`config.mk`:
```
export PLATFORM = sky130hd
export DESIGN_NAME = reset_sequencer
export DESIGN_NICKNAME = d
export VERILOG_FILES = /design/src/rtl/reset_sequencer.sv
export SDC_FILE = /design/constraint.sdc
export NUM_CORES = 1
export LEC_CHECK = 0
export ABC_CLOCK_PERIOD_IN_PS = 4400
export CAP_MARGIN = 40
export CELL_PAD_IN_SITES_DETAIL_PLACEMENT = 1
export CELL_PAD_IN_SITES_GLOBAL_PLACEMENT = 2
export CORE_MARGIN = 2
export CORE_UTILIZATION = 42
export DETAILED_ROUTE_END_ITERATION = 12
export GPL_TIMING_DRIVEN = 0
export PLACE_DENSITY_LB_ADDON = 0.1
export SYNTH_ARGS = -nofsm -noshare
export SYNTH_HDL_FRONTEND = slang
export SYNTH_SLANG_ARGS = --single-unit
```
`constraint.sdc`:
```
create_clock -name clk_clk -period 4.4 [get_ports clk_clk]
set_input_delay 0.44 -clock clk_clk [delete_from_list [all_inputs] [get_ports clk_clk]]
set_output_delay 0.44 -clock clk_clk [all_outputs]
set_load 0.02 [all_outputs]
```
`src/rtl/reset_sequencer.sv`:
```
// reset_sequencer: brings the processor system out of reset only after the PLL
// has reported lock continuously for LOCK_STABLE_CYCLES and a further
// HOLD_CYCLES have elapsed. Lock loss or a debounced push-button press sends the
// sequence back to WAIT_LOCK. The FSM state is exposed on state_o for checkers.
//
// Optional feature: define RESET_SEQUENCER_LOSS_CNT_EN to add lock_loss_cnt[7:0],
// a saturating count of RUN exits caused by PLL lock loss.
//
// No valid/ready handshakes: every input is a level sampled through a
// two-flop synchronizer, and every output is a registered level.
module reset_sequencer #(
  parameter int LOCK_STABLE_CYCLES = 256,
  parameter int HOLD_CYCLES        = 1024,
  parameter int DEBOUNCE_CYCLES    = 65536
) (
  input  logic       clk_clk,
  input  logic       reset_reset_n,
  input  logic       pll_locked,
  input  logic       key_n,
`ifdef RESET_SEQUENCER_LOSS_CNT_EN
  output logic [7:0] lock_loss_cnt,
`endif
  output logic       sys_reset_n,
  output logic [1:0] state_o
);

  localparam int STABLE_W = $clog2(LOCK_STABLE_CYCLES + 1);
  localparam int HOLD_W   = $clog2(HOLD_CYCLES + 1);
  localparam int DEB_W    = $clog2(DEBOUNCE_CYCLES + 1);

  localparam logic [STABLE_W-1:0] STABLE_MAX = STABLE_W'(LOCK_STABLE_CYCLES);
  localparam logic [HOLD_W-1:0]   HOLD_MAX   = HOLD_W'(HOLD_CYCLES);
  localparam logic [DEB_W-1:0]    DEB_MAX    = DEB_W'(DEBOUNCE_CYCLES);

  typedef enum logic [1:0] {
    ST_RESET     = 2'd0,
    ST_WAIT_LOCK = 2'd1,
    ST_HOLD      = 2'd2,
    ST_RUN       = 2'd3
  } state_t;

  state_t              state_q;
  state_t              state_d;
  logic                lock_meta;
  logic                lock_sync;
  logic                key_meta;
  logic                key_sync;
  logic [STABLE_W-1:0] stable_cnt;
  logic [HOLD_W-1:0]   hold_cnt;
  logic [DEB_W-1:0]    deb_cnt;
  logic                key_pressed;
  logic                run_d;
  logic                loss_event;

  // Two-flop synchronizers for the asynchronous lock and push-button inputs.
  always_ff @(posedge clk_clk or negedge reset_reset_n) begin
    if (!reset_reset_n) begin
      lock_meta <= 1'b0;
      lock_sync <= 1'b0;
      key_meta  <= 1'b0;
      key_sync  <= 1'b0;
    end else begin
      lock_meta <= pll_locked;
      lock_sync <= lock_meta;
      key_meta  <= key_n;
      key_sync  <= key_meta;
    end
  end

  // Debouncer: count consecutive low cycles, saturate; any high cycle clears.
  always_ff @(posedge clk_clk or negedge reset_reset_n) begin
    if (!reset_reset_n) begin
      deb_cnt <= '0;
    end else if (key_sync) begin
      deb_cnt <= '0;
    end else if (deb_cnt != DEB_MAX) begin
      deb_cnt <= deb_cnt + DEB_W'(1);
    end
  end

  assign key_pressed = (deb_cnt == DEB_MAX);

  // Lock-stable counter: only runs in WAIT_LOCK, saturates, cleared by a low cycle.
  always_ff @(posedge clk_clk or negedge reset_reset_n) begin
    if (!reset_reset_n) begin
      stable_cnt <= '0;
    end else if (state_q == ST_WAIT_LOCK && lock_sync) begin
      if (stable_cnt != STABLE_MAX) stable_cnt <= stable_cnt + STABLE_W'(1);
    end else begin
      stable_cnt <= '0;
    end
  end

  // Hold counter: only runs in HOLD while lock is held, saturates.
  always_ff @(posedge clk_clk or negedge reset_reset_n) begin
    if (!reset_reset_n) begin
      hold_cnt <= '0;
    end else if (state_q == ST_HOLD && lock_sync) begin
      if (hold_cnt != HOLD_MAX) hold_cnt <= hold_cnt + HOLD_W'(1);
    end else begin
      hold_cnt <= '0;
    end
  end

  // FSM state register.
  always_ff @(posedge clk_clk or negedge reset_reset_n) begin
    if (!reset_reset_n) state_q <= ST_RESET;
    else                state_q <= state_d;
  end

  // FSM next-state logic; lock loss is checked before the key press in RUN.
  always_comb begin
    state_d = state_q;
    case (state_q)
      ST_RESET:     state_d = ST_WAIT_LOCK;
      ST_WAIT_LOCK: if (lock_sync && stable_cnt == STABLE_MAX && !key_pressed)
                      state_d = ST_HOLD;
      ST_HOLD:      if (!lock_sync)                state_d = ST_WAIT_LOCK;
                    else if (hold_cnt == HOLD_MAX) state_d = ST_RUN;
      ST_RUN:       if (!lock_sync || key_pressed) state_d = ST_WAIT_LOCK;
      default:      state_d = ST_RESET;
    endcase
  end

  // FSM outputs: debug state, registered-reset source and lock-loss event.
  always_comb begin
    state_o    = state_q;
    run_d      = (state_d == ST_RUN);
    loss_event = (state_q == ST_RUN) && !lock_sync;
  end

  // sys_reset_n follows next-state so it rises on the same edge RUN is entered.
  always_ff @(posedge clk_clk or negedge reset_reset_n) begin
    if (!reset_reset_n) sys_reset_n <= 1'b0;
    else                sys_reset_n <= run_d;
  end

`ifdef RESET_SEQUENCER_LOSS_CNT_EN
  // Saturating count of RUN exits caused by lock loss.
  always_ff @(posedge clk_clk or negedge reset_reset_n) begin
    if (!reset_reset_n) begin
      lock_loss_cnt <= 8'd0;
    end else if (loss_event && lock_loss_cnt != 8'hFF) begin
      lock_loss_cnt <= lock_loss_cnt + 8'd1;
    end
  end
`else
  // Without the counter the lock-loss event has no consumer.
  logic unused_loss;
  assign unused_loss = loss_event;
`endif

endmodule

```
==> impl_metrics.ini, run 1 <==
[yosys]
synth-seq-area-share_pct = 52.44
yosysUniqueCellTypes = 30
syn_avg_cell_area_um2 = 10.09
ys_warn_count = 0
syn-instance-count = 208
ys_ff_latch = 44
syn-num-nets = 218
syn_area_um2 = 2100

[die]
num_rows = 25
fp.dieArea_um2 = 5580
pin_count = 7
core_area_um2 = 4786
fp.dieH_um = 74.70
die_w_um = 74.70
start_util_pct = 43.87

[clocking]
cts_max_path_buffers = 2
cts-htree-levels = 2
clk_pin_slew_ns = 0.09
cts_setup_buffers = 0
cts-root-buf = clkbuf_8
hold_buffers = 0
cts_made_buffers = 5
insertion_delay_ns = 0.30
cts_sinks = 44
cts_resized = 0
cts_tree = built

[global_route]
antenna_found_initial = 0
grt.total_usage_pct = 18.63
overflow = 0
first_global_vias = 1641
grt_pass1_wl_um = 7797
grt_max_degree = 33

[worst_setup_path]
worstPathArrival_ns = 1.35
worstSetupStartpointType = flip-flop
critPathMaxFanout = 5
end_kind = output pin
slowest_stage = clkdlybuf4s50_1
crit_type = reg2out
crit_buf_inv = 1
cp_top_family = buffers and inverters
cp.required_ns = 3.96
path_cells = clkdlybuf4s50_1
cp_slowest_stage_delay_ns = 0.63

[routing]
drc_errors = 0
drt_pre_antenna_iters = 4
drtAntennaViolNets = 0
wl_per_cell_um = 15.50
drt_iter0_drc = 92
finalWirelength_um = 4495
viasPerCell = 5.376
route.vias.total = 1559

[layout]
area_growth_pct = 12.69
final_common_cell = dfrtp_1
diodes = 0
drive_gt1_share_pct = 6.726
final_nets = 232
finalInstanceArea_um2 = 2366
layout_common_cells = dfrtp_1, nor2_1, xor2_1, nand3_1, a21oi_1

[timing]
grt_setup_unrepaired = false
finalHoldViolCount = 0
fmax_mhz = 558.6
setup_viol = 0
setup_tns_ns = 0
finalCritPeriodShare_pct = 40.69
worst_pin_slew_ns = 0.4858
clock_skew_ns = 0.009075
slew_violations = 0
relSlewSlack_pct = 67.61
finalCriticalPeriod_ns = 1.790

[placement]
dpl_cell_area_um2 = 2258
port_buffers = 6
gp_congestion = 0.8253
dp_hpwl_um = 3270

[pwr]
leakagePower_nw = 0.9938
ir_drop_v = 0.0001676
powerDensity_nw_per_um2 = 319.6

[run]
maxCapViolations = 0

[worst_hold_path]
min_path_type = in2async

[outcome]
outcome = completed
## cell usage after synthesis, drive strengths merged
cell type | number | area [um^2]
a211oi | 1 | 7.510
a21bo | 1 | 10.01
a21oi | 12 | 60.06
and2 | 1 | 6.260
and3 | 2 | 12.51
and4 | 4 | 36.29
clkbuf | 3 | 11.26
dfrtp | 44 | 1101
ha | 6 | 75.07
inv | 9 | 33.78
mux2i | 3 | 30.03
nand2 | 10 | 37.54
nand2b | 2 | 12.51
nand3 | 13 | 70.07
nand3b | 4 | 30.03
nand4 | 10 | 62.56
nor2 | 30 | 112.6
nor2b | 1 | 6.260
nor3 | 4 | 20.02
nor4 | 5 | 31.28
nor4b | 2 | 17.52
o21ai | 8 | 40.04
o221a | 1 | 11.26
or3 | 8 | 51.30
or4 | 1 | 11.26
xnor2 | 8 | 70.07
xor2 | 15 | 131.4
## per-layer routing
layer / vias to the layer above / wire length, um / GRT usage [%]
met5: - / 0 / 0
met4: 0 / 73 / 7.143
met3: 7 / 100 / 3.614
met2: 11 / 2130 / 29.60
met1: 785 / 2191 / 25.36
li1: 756 / - / -
## layout make-up
class,count,area (um^2)
Tap cell,67,83.83
Sequential cell,44,1101
Fill cell,548,2420
Timing Repair Buffer,7,75.07
Clock buffer,6,72.57
Clock inverter,2,35.03
Buffer,3,11.26
Inverter,9,33.78
Multi-Input combinational cell,152,953.4
## stage by stage
step                      setup WS, ns  utilization, %  power (mW)  std cells  hold WS, ns
after detailed placement         2.625           47.19      0.4597        282       0.3385
after global placement           1.749           46.88      0.4556        281       0.3314
after CTS                        2.586           49.44      0.7645        290      0.03113
after floorplan                  2.812               -      0.4399        208       0.1444
after global routing             2.480           49.44      0.7841        290      0.03935
final                            2.610           49.44      0.7563        290      0.02245
## cells by family after synthesis
logic type                 share of synthesized area [%]
adders and majority gates                          3.576
DFF                                                52.44
buffers and inverters                              2.145
AOI/OAI and AO/OA                                  6.139
xor gates and xnor gates                           9.595
and+or+nand+nor                                    24.67
muxes                                              1.430
## registers in the layout, indices dropped and copies added, names as in the netlist
name,cells
deb_cnt,17
hold_cnt,11
stable_cnt,9
state_o,2
key_meta,1
key_sync,1
lock_meta,1
lock_sync,1
sys_reset_n,1
## power breakdown
group / total, mW / switching, mW / internal (mW)
logic: 0.0321 / 0.0199 / 0.0122
clock network: 0.306 / 0.137 / 0.169
registers: 0.418 / 0.00809 / 0.410
total: 0.756 / 0.165 / 0.591
## final timing paths
check	endpoint	depth (start not counted)	slack [ns]	startpoint
worst max register to register	deb_cnt[13]$_DFFE_PN0P_	4	2.62	deb_cnt[2]$_DFFE_PN0P_
worst min register to register	key_sync$_DFF_PN0_	0	0.36	key_meta$_DFF_PN0_
max in group asynchronous	hold_cnt[1]$_DFFE_PN0P_	2	3.91	reset_reset_n
worst max-delay path	state_o[1]	1	2.61	state_o[1]$_DFF_PN0_
worst min-delay path	stable_cnt[4]$_DFFE_PN0P_	1	0.02	reset_reset_n
min in group clk_clk	key_sync$_DFF_PN0_	0	0.36	key_meta$_DFF_PN0_
No activity file was read; power rests on OpenSTA's default activity.
==> inputs of run 2 (changes only) <==
Settings changed: ABC_CLOCK_PERIOD_IN_PS 4400 to 1600, CORE_UTILIZATION 42 to 36.
Clock period 4.4 ns to 1.6 ns, I/O delays scaled along.
==> impl_metrics.ini, run 2 (synthesized netlist as in run 1, its figures left out) <==
[worst_setup_path]
worstPathArrival_ns = 1.85
cp.required_ns = 1.83
worstSetupStartpointType = flip-flop
end_kind = flip-flop
critPathMaxFanout = 6
crit_type = reg2reg

[routing]
viasPerCell = 5.262
finalWirelength_um = 4725
route.vias.total = 1605
drt_pre_antenna_iters = 4
drt_iter0_drc = 57
drc_errors = 0
drtAntennaViolNets = 0
wl_per_cell_um = 15.49

[global_route]
overflow = 0
grt_max_degree = 24
use_met3_pct = 3.371
use_met2_pct = 25.42
grt_pass1_wl_um = 8121
grt.busiest_layer = met2
first_global_vias = 1639
grt_use_met1_pct = 23.07
grt.total_usage_pct = 16.35
antenna_found_initial = 0

[die]
num_rows = 27
fp.dieArea_um2 = 6459
fp.dieH_um = 80.37
core_area_um2 = 5574
start_util_pct = 37.67
pin_count = 7
die_w_um = 80.37

[layout]
largestRegisters = deb_cnt x17, hold_cnt x11, stable_cnt x9
top_register = deb_cnt
largest_reg_flops = 17
area_growth_pct = 22.71
final_nets = 242
layout_common_cells = dfrtp_1, nor2_1, xor2_1, nand3_1, nand4_1
post-route-util_pct = 46.22
diodes = 0
drive_gt1_share_pct = 19.74
final_common_cell = dfrtp_1

[timing]
setup_ws_ns = -0.02188
finalCriticalPeriod_ns = 1.622
worst_pin_slew_ns = 0.5641
slew_violations = 0
fin_hold_ws_ns = 0.2859
grt_setup_unrepaired = true
relSlewSlack_pct = 62.39
setup_viol = 3
finalHoldViolCount = 0
finalCritPeriodShare_pct = 101.4
clock_skew_ns = 0.008443
fmax_mhz = 616.6

[pwr]
leakagePower_nw = 1.081
p_clk_share_pct = 40.6
power_frac_comb_pct = 5.7
switching_power_mw = 0.4936
ir_drop_v = 0.0004980
netSwitchingFraction_pct = 22.97
powerDensity_nw_per_um2 = 834.1
p_int_mw = 1.655
seqPwrFrac_pct = 53.7

[placement]
port_buffers = 6
dp_hpwl_um = 3142
gp_congestion = 0.7942

[outcome]
violations = setup timing
outcome = complete, but fails checks

[clocking]
cts-htree-levels = 2
cts_made_buffers = 5
cts_tree = built
insertion_delay_ns = 0.30
cts-root-buf = clkbuf_8
cts_sinks = 44
clk_pin_slew_ns = 0.09
cts_max_path_buffers = 2

[worst_hold_path]
min_path_type = in2reg

[run]
maxCapViolations = 0
run 2: changes by cell type in the layout (fill, tap and decap cells not counted), moves of 3 or more:
cell,change
buf_4,+8
a21oi_1,-3
a21oi_2,+3
dfrtp_2,+7
dfrtp_1,-7
run 2: routing by layer:
metal  routed length [um]  vias up
met5                    0        -
met4                   53        0
met3                   94        7
met2                 2226       13
met1                 2350      809
li1                     -      776
run 2: final timing paths:
kind	startpoint	end	slack, ns	cells after the start
max in group asynchronous	reset_reset_n	deb_cnt[2]$_DFFE_PN0P_	0.71	3
max	deb_cnt[1]$_DFFE_PN0P_	deb_cnt[13]$_DFFE_PN0P_	-0.02	4
min reg2reg	lock_meta$_DFF_PN0_	lock_sync$_DFF_PN0_	0.36	0
min in group asynchronous	reset_reset_n	stable_cnt[8]$_DFFE_PN0P_	0.38	2
max reg2reg	deb_cnt[1]$_DFFE_PN0P_	deb_cnt[13]$_DFFE_PN0P_	-0.02	4
min	key_n	key_meta$_DFF_PN0_	0.29	1
run 2: what timing repair did:
action	CTS	global route
hold buffers	1	0
endpoints found under the setup margin	10	11
buffers inserted	6	3
hold endpoints to repair	21	0
pin swaps	9	5
resized for setup	13	16
run 2: metrics by stage:
stage	setup slack (ns)	power (mW)	instance area, um^2	instances	setup TNS (ns)
3_3_place_gp	-0.8104	1.256	2250	286	-36.42
6_report	-0.02188	2.149	2576	305	-0.04921
5_1_grt	-0.08083	2.245	2576	305	-0.3950
4_1_cts	-0.05199	2.173	2485	302	-0.1125
2_1_floorplan	0.01237	1.210	2100	208	0
3_5_place_dp	-0.2497	1.267	2272	287	-1.582
run 2: worst max-delay path, cell delays in order, from the launching register on:
cell and delay, ns:
dfrtp_2 0.46, nand2_4 0.07, or4_4 0.56, or3_4 0.34
a21oi_2 0.12
run 2: layout make-up:
type	count	area [um^2]
Timing Repair Buffer	17	166.4
Tap cell	72	90.09
Sequential cell	44	1110
Fill cell	640	2998
Clock buffer	5	68.82
Buffer	3	11.26
Inverter	9	33.78
Multi-Input combinational cell	152	1050
Clock inverter	3	46.29
run 2: power groups by stage:
stage          sequential (mW)  combinational, mW  clock [mW]
2_1_floorplan             1.17             0.0438           0
3_3_place_gp              1.17             0.0849           0
3_5_place_dp              1.17             0.0952           0
4_1_cts                   1.15              0.111       0.910
5_1_grt                   1.16              0.141       0.946
6_report                  1.15              0.123       0.873
==> inputs of run 3 (changes only) <==
--- a/config.mk
+++ b/config.mk
@@ -7,3 +7,3 @@
 export LEC_CHECK = 0
-export ABC_CLOCK_PERIOD_IN_PS = 1600
+export ABC_CLOCK_PERIOD_IN_PS = 1530
 export CAP_MARGIN = 40
@@ -12,3 +12,3 @@
 export CORE_MARGIN = 2
-export CORE_UTILIZATION = 36
+export CORE_UTILIZATION = 39
 export DETAILED_ROUTE_END_ITERATION = 12
==> constraint.sdc (replaced) <==
create_clock -name clk_clk -period 1.53 [get_ports clk_clk]
set_input_delay 0.153 -clock clk_clk [delete_from_list [all_inputs] [get_ports clk_clk]]
set_output_delay 0.153 -clock clk_clk [all_outputs]
set_load 0.05 [all_outputs]
==> impl_metrics.ini, run 3 (synthesized netlist as in run 1, its figures left out) <==
[placement]
dpl_cell_area_um2 = 2280
post-place-ws_ns = -0.2268
gp_congestion = 0.7935
dp_hpwl_um = 3340
port_buffers = 6

[die]
core_area_um2 = 5140
fp.dieH_um = 77.37
fp.dieArea_um2 = 5986
die_w_um = 77.37
num_rows = 26
start_util_pct = 40.85
pin_count = 7

[worst_hold_path]
min_path_cells = 1
hold_end = key_meta$_DFF_PN0_
hp-start = key_n
min_path_type = in2reg

[layout]
fill_cells = 611
final_nets = 246
diodes = 0
drive_gt1_share_pct = 18.14
largest_reg_flops = 17
layout_common_cells = dfrtp_1, nor2_1, xor2_1, buf_4
top_register = deb_cnt
largestRegisters = deb_cnt x17, hold_cnt x11, stable_cnt x9
area_growth_pct = 21.28
final_common_cell = dfrtp_1
finalInstanceArea_um2 = 2546

[timing]
finalCriticalPeriod_ns = 1.610
clock_skew_ns = 0.008374
fin_hold_ws_ns = 0.2788
setup_ws_ns = -0.07980
finalHoldViolCount = 0
relSlewSlack_pct = 66.99
finalCritPeriodShare_pct = 105.2
fmax_mhz = 621.2
worst_pin_slew_ns = 0.4952
grt_setup_unrepaired = true
slew_violations = 0
setup_viol = 9

[global_route]
grt_use_met1_pct = 22.66
grt.total_usage_pct = 18.21
use_met3_pct = 3.837
antenna_found_initial = 0
first_global_vias = 1739
overflow = 0
use_met2_pct = 30.96
grt_pass1_wl_um = 8445
grt_max_degree = 26
grt.busiest_layer = met2

[pwr]
switching_power_mw = 0.5170
powerDensity_nw_per_um2 = 834.7
power_frac_comb_pct = 6.4
ir_drop_v = 0.0004334
p_clk_share_pct = 36.9
netSwitchingFraction_pct = 24.32
seqPwrFrac_pct = 56.7
leakagePower_nw = 1.062
p_int_mw = 1.608

[clocking]
cts_tree = built
cts_made_buffers = 5
cts-htree-levels = 2
cts_max_path_buffers = 2
cts-root-buf = clkbuf_8
cts_sinks = 44
insertion_delay_ns = 0.30
clk_pin_slew_ns = 0.09

[routing]
drt_iter0_drc = 69
drt_pre_antenna_iters = 4
drtAntennaViolNets = 0
finalWirelength_um = 5080
route.vias.total = 1636
drc_errors = 0
viasPerCell = 5.329
wl_per_cell_um = 16.55

[worst_setup_path]
cp.required_ns = 1.76
worstPathArrival_ns = 1.84
worstSetupStartpointType = flip-flop
critPathMaxFanout = 6
r2r_end = deb_cnt[11]$_DFFE_PN0P_
reg2reg_depth = 4
r2r_slack_ns = -0.08
crit_type = reg2reg
end_kind = flip-flop
reg2reg_from = deb_cnt[1]$_DFFE_PN0P_

[run]
maxCapViolations = 0

[outcome]
violations = setup timing
outcome = complete, but fails checks
==> run 3: routing by layer <==
metal | up-vias | share of wire, %
met1 | 831 | 46
met4 | 0 | 1.7
met5 | - | 0
met2 | 17 | 50
met3 | 9 | 2.1
li1 | 779 | -
==> run 3: cell type report <==
class                   count  area, um^2  area share, %
flip-flops and latches     44        1109          43.54
multi-input cells         152        1025          40.25
repair buffers             21       182.7          7.174
well taps                  70       87.58          3.440
clock buffers               6       82.58          3.243
inverters                   9       33.78          1.327
clock inverters             2       15.01         0.5897
plain buffers               3       11.26         0.4423
==> run 3: power by group through the flow <==
stage	logic [mW]	clock network [mW]	registers, mW
after global placement	0.0903	0	1.23
after CTS	0.124	0.824	1.20
after global routing	0.152	0.855	1.21
after detailed placement	0.0997	0	1.23
final	0.135	0.784	1.21
after floorplan	0.0475	0	1.22
==> run 3: what timing repair did <==
action / in CTS / in global routing
gates cloned: 0 / 0
hold buffers: 1 / 0
endpoints found under the hold margin: 19 / 0
pin swaps: 7 / 2
setup endpoints to repair: 15 / 16
setup buffers: 11 / 2
resized for setup: 16 / 3
==> run 3: how the worst max path moves through the flow <==
stage	depth (start not counted)	endpoint	slack [ns]	start
finish	4	deb_cnt[11]$_DFFE_PN0P_	-0.08	deb_cnt[1]$_DFFE_PN0P_
global route	7	deb_cnt[2]$_DFFE_PN0P_	-0.15	deb_cnt[0]$_DFFE_PN0P_
CTS	4	deb_cnt[11]$_DFFE_PN0P_	-0.06	deb_cnt[0]$_DFFE_PN0P_
detailed placement	6	deb_cnt[2]$_DFFE_PN0P_	-0.23	deb_cnt[0]$_DFFE_PN0P_
global placement	1	key_meta$_DFF_PN0_	-0.85	reset_reset_n
floorplan	4	deb_cnt[13]$_DFFE_PN0P_	-0.002	deb_cnt[0]$_DFFE_PN0P_
==> run 3: per-stage QoR <==
step / power (mW) / utilization, % / std cells / TNS [ns]
4_1_cts: 2.153 / 48.86 / 305 / -0.2264
5_1_grt: 2.217 / 49.54 / 307 / -1.359
3_3_place_gp: 1.315 / 44.06 / 284 / -38.45
2_1_floorplan: 1.268 / - / 208 / -0.005870
3_5_place_dp: 1.326 / 44.35 / 285 / -1.445
6_report: 2.125 / 49.54 / 307 / -0.4613
==> run 3: critical path, cell delays in order, from the launching register on <==
cell	delay, ns
dfrtp_2	0.45
nand2_2	0.09
or4_4	0.56
or3_1	0.32
a21oi_1	0.12
